===== src/rtl/fetch_unit_if.sv =====
// Fetch-stage bus: instruction memory port, decode handshake and execute redirect.
// master = fetch_unit, slave = the surrounding memory/decode/execute logic.
interface fetch_unit_if;
    logic [15:0] imem_addr;
    logic [15:0] imem_instr;
    logic        if_valid;
    logic [15:0] if_instr;
    logic [15:0] if_pc;
    logic        id_ready;
    logic        redirect_valid;
    logic [15:0] redirect_target;
    logic        halt;

    modport master (
        output imem_addr, if_valid, if_instr, if_pc,
        input  imem_instr, id_ready, redirect_valid, redirect_target, halt
    );

    modport slave (
        input  imem_addr, if_valid, if_instr, if_pc,
        output imem_instr, id_ready, redirect_valid, redirect_target, halt
    );
endinterface


===== src/rtl/fetch_unit.sv =====
// Instruction fetch: owns the PC, absorbs the 1-cycle imem latency and queues
// returned {pc, instr} pairs in a 2-entry FIFO presented to decode.
module fetch_unit #(
    parameter logic [15:0] RESET_PC = 16'h0000,
    parameter logic [15:0] PC_STEP  = 16'd2
) (
    input  logic         clk,
    input  logic         rst_n,
    fetch_unit_if.master bus
);
    logic [15:0] pc_q;
    logic        rsp_valid_q;
    logic [15:0] rsp_pc_q;
    logic [15:0] fifo_pc_q    [2];
    logic [15:0] fifo_instr_q [2];
    logic        rd_ptr_q;
    logic        wr_ptr_q;
    logic [1:0]  occ_q;

    logic        q_empty;
    logic        bypass;
    logic        if_valid;
    logic        pop;
    logic        push;
    logic        issue;
    logic        store_wr;
    logic        store_rd;
    logic [2:0]  pending;

    // With an empty queue the in-flight response is shown straight from imem,
    // giving the one-cycle issue-to-valid latency.
    assign q_empty  = (occ_q == 2'd0);
    assign bypass   = q_empty & rsp_valid_q;
    assign if_valid = ~q_empty | rsp_valid_q;

    assign bus.imem_addr = pc_q;
    assign bus.if_valid  = if_valid;
    assign bus.if_instr  = bypass ? bus.imem_instr : fifo_instr_q[rd_ptr_q];
    assign bus.if_pc     = bypass ? rsp_pc_q       : fifo_pc_q[rd_ptr_q];

    assign pop     = if_valid & bus.id_ready;
    assign push    = rsp_valid_q & ~bus.redirect_valid;
    assign pending = {1'b0, occ_q} + {2'b00, rsp_valid_q} - {2'b00, pop};
    assign issue   = ~bus.halt & ~bus.redirect_valid & (pending < 3'd2);

    // A bypassed response that is accepted the same cycle never touches storage.
    assign store_wr = push & ~(bypass & pop);
    assign store_rd = pop & ~q_empty;

    always_ff @(posedge clk or negedge rst_n) begin
        if (!rst_n) begin
            pc_q        <= RESET_PC;
            rsp_valid_q <= 1'b0;
            rsp_pc_q    <= 16'h0000;
        end else if (bus.redirect_valid) begin
            pc_q        <= {bus.redirect_target[15:1], 1'b0};
            rsp_valid_q <= 1'b0;
        end else begin
            rsp_valid_q <= issue;
            if (issue) begin
                rsp_pc_q <= pc_q;
                pc_q     <= pc_q + PC_STEP;
            end
        end
    end

    always_ff @(posedge clk or negedge rst_n) begin
        if (!rst_n) begin
            occ_q    <= 2'd0;
            rd_ptr_q <= 1'b0;
            wr_ptr_q <= 1'b0;
        end else if (bus.redirect_valid) begin
            occ_q    <= 2'd0;
            rd_ptr_q <= 1'b0;
            wr_ptr_q <= 1'b0;
        end else begin
            occ_q    <= occ_q + {1'b0, store_wr} - {1'b0, store_rd};
            rd_ptr_q <= rd_ptr_q ^ store_rd;
            wr_ptr_q <= wr_ptr_q ^ store_wr;
        end
    end

    always_ff @(posedge clk or negedge rst_n) begin
        if (!rst_n) begin
            for (int i = 0; i < 2; i++) begin
                fifo_pc_q[i]    <= 16'h0000;
                fifo_instr_q[i] <= 16'h0000;
            end
        end else if (store_wr) begin
            fifo_pc_q[wr_ptr_q]    <= rsp_pc_q;
            fifo_instr_q[wr_ptr_q] <= bus.imem_instr;
        end
    end
endmodule


===== src/flat_wrapper.sv =====
// flat-port wrapper written by rule: the top's interface ports become plain ports
module fetch_unit_flat 
#(
    parameter logic [15:0] RESET_PC = 16'h0000,
    parameter logic [15:0] PC_STEP  = 16'd2
)
  (clk, rst_n, bus_imem_addr, bus_if_valid, bus_if_instr, bus_if_pc, bus_imem_instr, bus_id_ready, bus_redirect_valid, bus_redirect_target, bus_halt);
  fetch_unit_if bus_i ();
  input  logic clk;
  input  logic rst_n;
  output wire logic [$bits(bus_i.imem_addr)-1:0] bus_imem_addr;
  output wire logic [$bits(bus_i.if_valid)-1:0] bus_if_valid;
  output wire logic [$bits(bus_i.if_instr)-1:0] bus_if_instr;
  output wire logic [$bits(bus_i.if_pc)-1:0] bus_if_pc;
  input wire logic [$bits(bus_i.imem_instr)-1:0] bus_imem_instr;
  input wire logic [$bits(bus_i.id_ready)-1:0] bus_id_ready;
  input wire logic [$bits(bus_i.redirect_valid)-1:0] bus_redirect_valid;
  input wire logic [$bits(bus_i.redirect_target)-1:0] bus_redirect_target;
  input wire logic [$bits(bus_i.halt)-1:0] bus_halt;
  assign bus_imem_addr = bus_i.imem_addr;
  assign bus_if_valid = bus_i.if_valid;
  assign bus_if_instr = bus_i.if_instr;
  assign bus_if_pc = bus_i.if_pc;
  assign bus_i.imem_instr = bus_imem_instr;
  assign bus_i.id_ready = bus_id_ready;
  assign bus_i.redirect_valid = bus_redirect_valid;
  assign bus_i.redirect_target = bus_redirect_target;
  assign bus_i.halt = bus_halt;
  fetch_unit #(.RESET_PC(RESET_PC), .PC_STEP(PC_STEP)) u_core (.clk(clk), .rst_n(rst_n), .bus(bus_i));
endmodule

===== config.mk =====
export PLATFORM = sky130hd
export DESIGN_NAME = fetch_unit_flat
export DESIGN_NICKNAME = d
export VERILOG_FILES = /design/src/rtl/fetch_unit_if.sv /design/src/rtl/fetch_unit.sv /design/src/flat_wrapper.sv
export SDC_FILE = /design/constraint.sdc
export NUM_CORES = 1
export LEC_CHECK = 0
export CAP_MARGIN = 15
export CORE_MARGIN = 2
export CORE_UTILIZATION = 52
export DETAILED_ROUTE_END_ITERATION = 16
export PLACE_DENSITY = 0.77
export SKIP_LAST_GASP = 1
export SLEW_MARGIN = 25
export SYNTH_ARGS = -nofsm -noshare
export SYNTH_HDL_FRONTEND = slang
export SYNTH_SLANG_ARGS = --single-unit

===== constraint.sdc =====
create_clock -name clk -period 3.5 [get_ports clk]
set_clock_uncertainty 0.15 [all_clocks]
set_input_delay 0.7 -clock clk [delete_from_list [all_inputs] [get_ports clk]]
set_output_delay 0.7 -clock clk [all_outputs]
set_load 0.02 [all_outputs]

After elaboration in Yosys (flattened, before gate mapping)
Cells that the tools add are included.
Word-level totals
  ROM bits: 0
  output and inout bits: 49
  input port bits: 37
  RAM bits: 0
  bits in latches: 0
  register bits: 101
  logic and storage cells: 58
  memories kept: 0
Cells by class
  multiplexer cells: 18
  add/sub/neg operators: 5
  divide/modulo/power cells: 0
  reductions and logical operators: 4
  magnitude comparators: 4
  bitwise logic cells: 17
  $mul: 0
  equality and inequality tests: 0
  shifts and indexed selects: 0
Operators by type and width (count)
  two-way mux 16 bit: 11
  bitwise mux 32 bit: 2
  adder 16 x 2 -> 16 bit, second input constant: 1
  demux 16 bit (select 1 bit): 1
  bitwise AND 1 bit: 8
  greater-or-equal comparator 2 bit, second input constant: 2
  inverter 1 bit: 4
  inverter 1 -> 2 bit: 2
  adder 2 x 1 -> 3 bit: 1
  less-than comparator 3 x 2 -> 1 bit, second input constant: 1
  two-way mux 1 bit: 3
  subtractor 3 x 1 -> 3 bit: 1
  adder 2 x 1 -> 2 bit: 1
  zero test 2 bit: 1
  less-than comparator 2 x 1 -> 1 bit, second input constant: 1
  two-way mux 2 bit: 1
  AND reduction 2 bit: 1
  nonzero test 2 bit: 1
  subtractor 2 x 1 -> 2 bit: 1
  XOR 1 bit: 2
  logical AND 1 bit: 1
  bitwise OR 1 bit: 1

Longest topological paths before layout
Gate-level depths: netlist of the first run.
  depth after elaboration: 10
  gate-level depth with buffers: 13
  mapped depth without buffers: 11

Worst setup path after synthesis of the first run
Ideal clock, no wire load.
  path type: register -> register
  start point: reg u_core.occ_q[1]
  end point: reg u_core.pc_q[13] (netlist: u_core.bus.imem_addr[13])
  setup slack: 0.099 ns
  path buffers: 1
  data arrival time: 3.112 ns
  data required time: 3.211 ns
  library setup time: 0.139 ns
  stages on the path, launching flop included: 12
  period minus slack after synthesis: 3.401 ns
  cells stage by stage: dfrtp_1 > clkbuf_1 > nor2_1 > nand2_1 > and2_1 > ha_1 > nand2b_1 > fa_1 > or3b_1 > or4_4 > o211ai_1 > o311ai_1
On the way
  longest elaborated chain between the ends: 8
  elaborated cells between the ends (all ways): 9
  those cells by class: add/sub (2); order compare (1); bitwise (4); reduce/logical (2)
RTL lines
  from (decl): line fetch_unit.sv:18  | logic [1:0] occ_q;
  from (signal assigned): line fetch_unit.sv:77  | occ_q <= occ_q + {1'b0, store_wr} - {1'b0, store_rd};
  zero test 2 bit: line fetch_unit.sv:32  | assign q_empty = (occ_q == 2'd0);
  inverter 1 bit: line fetch_unit.sv:34  | assign if_valid = ~q_empty | rsp_valid_q;
  bitwise OR 1 bit: line fetch_unit.sv:34
  net bus_if_valid: line flat_wrapper.sv:12  | output wire logic [$bits(bus_i.if_valid)-1:0] bus_if_valid;
  bitwise AND 1 bit: line fetch_unit.sv:41  | assign pop = if_valid & bus.id_ready;
  subtractor 3 x 1 -> 3 bit: line fetch_unit.sv:43  | assign pending = {1'b0, occ_q} + {2'b00, rsp_valid_q} - {2'b00, pop};
  less-than comparator 3 x 2 -> 1 bit: line fetch_unit.sv:44  | assign issue = ~bus.halt & ~bus.redirect_valid & (pending < 3'd2);
  bitwise AND 1 bit: line fetch_unit.sv:44
  nonzero test 2 bit (no line)
  to (signal assigned): line fetch_unit.sv:56  | pc_q <= {bus.redirect_target[15:1], 1'b0};
  to (signal assigned): line fetch_unit.sv:62  | pc_q <= pc_q + PC_STEP;
  to (decl): line fetch_unit.sv:11  | logic [15:0] pc_q;
The timed path passes the listed nets, and every way through them passes these cells.
A chain may end at the register's enable or synchronous reset.

Final worst setup path of the first run
  start point: in bus_id_ready
  end point: reg u_core.pc_q[13] (netlist: u_core.bus.imem_addr[13])
On the way
  longest elaborated chain between the ends: 5
RTL lines
  from (decl): line flat_wrapper.sv:16  | input wire logic [$bits(bus_i.id_ready)-1:0] bus_id_ready;
  bitwise AND 1 bit: line fetch_unit.sv:41
  subtractor 3 x 1 -> 3 bit: line fetch_unit.sv:43
  less-than comparator 3 x 2 -> 1 bit: line fetch_unit.sv:44
  bitwise AND 1 bit: line fetch_unit.sv:44
  nonzero test 2 bit (no line)
Every way passes these cells.

==> results of run 1 <==
## worst paths after layout
kind                                                        endpoint                             from  slack, ps
worst max-delay path            u_core.bus.imem_addr[13]$_DFFE_PN0P_                     bus_id_ready        110
worst min-delay path                  u_core.rsp_pc_q[1]$_DFFE_PN0P_                            rst_n        260
worst max register to register  u_core.bus.imem_addr[13]$_DFFE_PN0P_        u_core.occ_q[0]$_DFF_PN0_        200
worst min register to register       u_core.fifo_pc_q[8]$_DFFE_PN0P_  u_core.fifo_pc_q[8]$_DFFE_PN0P_        360
max in group asynchronous            u_core.fifo_pc_q[2]$_DFFE_PN0P_                            rst_n       2280
min in group clk                     u_core.fifo_pc_q[8]$_DFFE_PN0P_  u_core.fifo_pc_q[8]$_DFFE_PN0P_        360
## cell families (layout without fill, tap and decap cells)
logic type | after synthesis | after routing
other | 1 | 2
and+or+nand+nor | 119 | 119
AOI/OAI and AO/OA | 64 | 64
buffers and inverters | 38 | 128
muxes | 94 | 94
DFF | 97 | 97
adders and majority gates | 7 | 7
xor gates and xnor gates | 6 | 6
## synth_stat cells (3+ instances only)
cell type / count
dfrtp_1: 97
nand2_1: 80
mux2_2: 63
o21ai_0: 45
mux2i_1: 31
clkbuf_1: 16
inv_1: 11
nor2_1: 10
nand3_1: 9
buf_1: 8
a221o_1: 7
ha_1: 6
xnor2_1: 4
nor3b_1: 3
nor4_1: 3
o211ai_1: 3
o311ai_0: 3
## where the power goes
group | total (mW) | switching (mW) | internal (mW)
clock network | 0.773 | 0.373 | 0.399
logic | 2.61 | 1.31 | 1.30
registers | 1.85 | 0.314 | 1.53
## layer usage
metal / vias up / GRT usage
li1: 1656 / -
met1: 1707 / 0.295
met2: 107 / 0.351
met3: 6 / 0.0298
met4: 0 / 0.0569
met5: - / 0
## registers in the layout (all words and copies together) (netlist names)
name and count:
u_core.fifo_instr_q 32, u_core.fifo_pc_q 30, u_core.bus.imem_addr 15, u_core.rsp_pc_q 15, u_core.occ_q 2, u_core.rd_ptr_q 1
u_core.rsp_valid_q 1, u_core.wr_ptr_q 1
## timing repair
| action | 4_1_cts | 5_1_grt |
|---|---|---|
| gates resized for setup | 0 | 2 |
| hold buffers | 0 | 0 |
| endpoints found under the setup margin | 0 | 3 |
## layout make-up
class / instances / area share
clock buffer: 10 / 0.0216
clock inverter: 5 / 0.0138
inverter: 11 / 0.00699
multi-input combinational: 292 / 0.355
sequential: 97 / 0.411
tap: 108 / 0.0229
timing repair buffer: 102 / 0.168
## worst max-delay path, stage by stage
cell and delay, ps:
clkdlybuf4s50_1 440, and2_1 160, ha_1 260, nand2b_1 150, fa_1 520, or3b_1 370
or4_4 560, o211ai_1 190, o311ai_1 120
==> impl_metrics.json, run 1 <==
{
  "die_x_um": 98.7,
  "cellLeakagePower_nw": 2.58,
  "clockBufferDepth": 2,
  "slew_headroom": 0.493,
  "drv_cap": 0,
  "required_ps": 3570,
  "antenna_found_initial": 0,
  "ys_seq_area_frac": 0.521,
  "place_inst": 610,
  "die-height_um": 98.7,
  "dpl.hpwl_um": 6790,
  "postCtsSetupBuffers": 0,
  "fin_util": 0.677,
  "setup_slack_ps": 108,
  "ys_top_cells_by_area": "dfrtp_1 52%, mux2_2 15%, mux2i_1 6.7%",
  "drive_gt1_frac": 0.201,
  "synth_fa_ha_area_frac": 0.0204,
  "wirelength_um": 9860,
  "multi_input_area_um2": 2100,
  "syn_area_per_cell_um2": 10.9,
  "m1WireLength_um": 4640,
  "ys_warn_count": 0,
  "grt_pass1_wl_um": 16700,
  "synth_cell_type_count": 37,
  "start_kind": "input pin",
  "via_count": 3476,
  "track_usage": 0.211,
  "remaining_drc_errors": 0,
  "boundaryPins": 86,
  "endpoint_kind": "flop",
  "viasPerCell": 5.56,
  "place_area_um2": 5690,
  "diodes": 0,
  "synth_top_area_cell": "dfrtp_1",
  "ys_async_sr_fraction": 1.00,
  "synth_top_area_frac": 0.521,
  "wl_met3_um": 474,
  "numCtsBuffers": 9,
  "core_area_um2": 8720,
  "clk_pin_slew_ps": 90,
  "wl_met2_um": 4690,
  "r2r_cells": 10,
  "highest_layer": "met4",
  "pre_cts_ws_ps": -239,
  "first_global_vias": 3564,
  "ys.flop_type": "dfrtp_1",
  "hp-class": "input pin to asynchronous set/reset pin",
  "ir_worst_vdd_v": 0.000373,
  "p_total_mw": 5.23,
  "fin_crit_ps": 3390,
  "seqCellArea_um2": 2430,
  "final_common_cell": "dfrtp_1",
  "pwr_density_cell_nw_per_um2": 886,
  "io_buffers": 82,
  "clock_sinks": 97,
  "max_freq_mhz": 295,
  "grt_max_degree": 60,
  "status": "finished clean",
  "layout.cells.most_common_list": "96 x dfrtp_1, 81 x clkdlybuf4s50_1, 80 x nand2_1",
  "tritoncts": "done",
  "synthSimpleGateAreaFrac": 0.112,
  "final_cells": 625,
  "cp_max_fo": 5,
  "die_area_um2": 9730,
  "fin_area_um2": 5910,
  "synth_edf_count": 0,
  "tns_ps": 0,
  "place.gp.congestion": 0.835,
  "post-route-period-util": 0.969,
  "worstSetupPathType": "input pin to flop",
  "grt_setup_unrepaired": "no",
  "finalSetupViolations": 0,
  "syn_area_um2": 4660,
  "tightest_slew_ps": 760,
  "hold_viol": 0,
  "first_iter_violations": 119,
  "dr.pass1.iters": 4,
  "synth_seq_cells": 97,
  "rows": 34,
  "syn_to_final_growth_pct": 26.7,
  "nets": 557,
  "cts_root_buf": "clkbuf_8",
  "synthMuxAreaShare": 0.219,
  "synthCells": 426,
  "synth_compound_area_frac": 0.0835,
  "synth_top_family_by_area": "multiplexers",
  "whs_ps": 261,
  "overflow": 0,
  "cts-htree-levels": 3,
  "clk_latency_ps": 350,
  "finalMaxSlewViolations": 0,
  "antenna_left": 0,
  "initial_core_util": 0.534,
  "worstPathArrival_ps": 3460,
  "wl_per_cell_um": 15.8,
  "synth-xor-area-share": 0.0113,
  "fillers": 693
}
No activity file was read; power rests on OpenSTA's default activity.
==> inputs of run 2 (changes only) <==
--- a/config.mk
+++ b/config.mk
@@ -7,9 +7,9 @@
 export LEC_CHECK = 0
 export CAP_MARGIN = 15
 export CORE_MARGIN = 2
-export CORE_UTILIZATION = 52
+export CORE_UTILIZATION = 55
 export DETAILED_ROUTE_END_ITERATION = 16
-export PLACE_DENSITY = 0.77
+export PLACE_DENSITY = 0.81
 export SKIP_LAST_GASP = 1
 export SLEW_MARGIN = 25
 export SYNTH_ARGS = -nofsm -noshare
==> constraint.sdc (replaced) <==
create_clock -name clk -period 4.11 [get_ports clk]
set_clock_uncertainty 0.15 [all_clocks]
set_input_delay 0.822 -clock clk [delete_from_list [all_inputs] [get_ports clk]]
set_output_delay 0.822 -clock clk [all_outputs]
set_load 0.02 [all_outputs]
==> run 2 against run 1 <==
Against the previous run:
- critical path depth stayed put
- sequential power is 14% lower
- register-to-register slack better by 400 ps
- critical path type unchanged
- critical endpoint is now u_core.bus.imem_addr[14]$_DFFE_PN0P_
==> impl_metrics.json, run 2 (synthesized netlist as in run 1, its figures left out) <==
{
  "ir_worst_vdd_v": 0.000409,
  "place_area_um2": 5610,
  "overflow": 0,
  "tightest_slew_ps": 765,
  "first_iter_violations": 171,
  "grt_pass1_wl_um": 16100,
  "largest_register_ffs": 32,
  "p_int_mw": 2.65,
  "die_area_um2": 9220,
  "nets": 550,
  "cts-htree-levels": 3,
  "die-height_um": 96.0,
  "fin_area_um2": 5820,
  "dpl.hpwl_um": 6770,
  "postCtsSetupBuffers": 0,
  "cts_resized": 0,
  "required_ps": 4210,
  "initial_core_util": 0.567,
  "layout.cells.most_common_list": "96 x dfrtp_1, 81 x clkdlybuf4s50_1, 80 x nand2_1",
  "start_kind": "input pin",
  "cp_max_fo": 5,
  "cellLeakagePower_nw": 2.53,
  "tns_ps": 0,
  "final_common_cell": "dfrtp_1",
  "hp-class": "input pin to asynchronous set/reset pin",
  "antenna_found_initial": 0,
  "io_buffers": 82,
  "p_seq_frac": 0.362,
  "hold_viol": 0,
  "clockPowerShare": 0.147,
  "max_freq_mhz": 280,
  "place.gp.congestion": 0.884,
  "clk_latency_ps": 360,
  "wirelength_um": 9710,
  "wl_per_cell_um": 15.8,
  "grt_setup_unrepaired": "no",
  "reg_top3": "u_core.fifo_instr_q: 32 flops, u_core.fifo_pc_q: 30 flops",
  "status": "finished clean",
  "track_usage": 0.226,
  "clock_sinks": 97,
  "r2r_end": "u_core.bus.imem_addr[14]$_DFFE_PN0P_",
  "rrSetupSlack_ps": 600,
  "setup_slack_ps": 543,
  "rows": 33,
  "diodes": 0,
  "post-route-period-util": 0.868,
  "worstSetupPathType": "input pin to flop",
  "boundaryPins": 86,
  "pwr_density_cell_nw_per_um2": 752,
  "drive_gt1_frac": 0.190,
  "clk_pin_slew_ps": 100,
  "via_count": 3413,
  "largest-register": "u_core.fifo_instr_q",
  "cts_root_buf": "clkbuf_8",
  "tritoncts": "done",
  "remaining_drc_errors": 0,
  "dr.pass1.iters": 4,
  "fin_crit_ps": 3570,
  "power_switching_mw": 1.73,
  "finalSetupViolations": 0,
  "finalMaxSlewViolations": 0,
  "clockBufferDepth": 2,
  "slowest_delay_ps": 510,
  "syn_to_final_growth_pct": 24.9,
  "r2r_cells": 10,
  "first_global_vias": 3358,
  "endpoint_kind": "flop",
  "grt_max_degree": 88,
  "slew_headroom": 0.490,
  "viasPerCell": 5.54,
  "die_x_um": 96.0,
  "worstPathArrival_ps": 3670,
  "core_area_um2": 8220,
  "power_frac_comb": 0.490,
  "hold_buffers": 0,
  "antenna_left": 0,
  "power_switching_share": 0.394,
  "timing.rr.start": "u_core.occ_q[1]$_DFF_PN0_",
  "worstPathCellList": "clkdlybuf4s50_1, and2_1, ha_1, nand2b_1, fa_1, nor3b_1, nand3_1, nor4_1, mux2_2",
  "slowest_stage": "fa_1",
  "numCtsBuffers": 9,
  "fin_util": 0.708,
  "drv_cap": 0,
  "pre_cts_ws_ps": 180
}
[run 2: power groups by stage]
stage,Clock [mW],Sequential [mW],Combinational (mW)
global route,0.697,1.64,2.35
detailed placement,0,1.60,2.17
global placement,0,1.58,2.12
floorplan,0,1.54,1.31
CTS,0.654,1.58,2.17
finish,0.645,1.59,2.15
[run 2: final cells by class]
cell class / count / area (um2)
clock buffers: 9 / 124
clock inverters: 7 / 85.1
fillers: 617 / 2400
inverters: 11 / 41.3
multi-input cells: 292 / 2090
flip-flops and latches: 97 / 2430
well taps: 105 / 131
repair buffers: 95 / 920
[run 2: worst max-delay path, delay by kind of cell]
family	cells	cell delay (ps)
adder cells (fa/ha/maj)	2	770
buffers and inverters	1	430
multiplexers	1	380
AND/OR/NAND/NOR	5	1260
[run 2: worst max path at each step]
stage,cells after the start,start,end
after floorplan,11,u_core.occ_q[1]$_DFF_PN0_,u_core.bus.imem_addr[13]$_DFFE_PN0P_
after global placement,9,bus_id_ready,u_core.bus.imem_addr[14]$_DFFE_PN0P_
after detailed placement,9,bus_id_ready,u_core.bus.imem_addr[14]$_DFFE_PN0P_
after CTS,9,bus_id_ready,u_core.bus.imem_addr[14]$_DFFE_PN0P_
after global routing,10,u_core.occ_q[1]$_DFF_PN0_,u_core.bus.imem_addr[14]$_DFFE_PN0P_
final,9,bus_id_ready,u_core.bus.imem_addr[14]$_DFFE_PN0P_
[run 2: routing by layer]
layer | up-vias | GRT usage | part of all wire
li1 | 1637 | - | -
met1 | 1677 | 0.315 | 0.47
met2 | 90 | 0.366 | 0.48
met3 | 9 | 0.0368 | 0.049
met4 | 0 | 0.0702 | 0.010
met5 | - | 0 | 0
[run 2: metrics by stage]
step | instances | power [mW] | hold slack (ps)
after global placement | 600 | 3.70 | 338
after global routing | 616 | 4.68 | 378
after detailed placement | 600 | 3.77 | 345
final | 616 | 4.38 | 324
after CTS | 616 | 4.41 | 365
after floorplan | 427 | 2.85 | 329
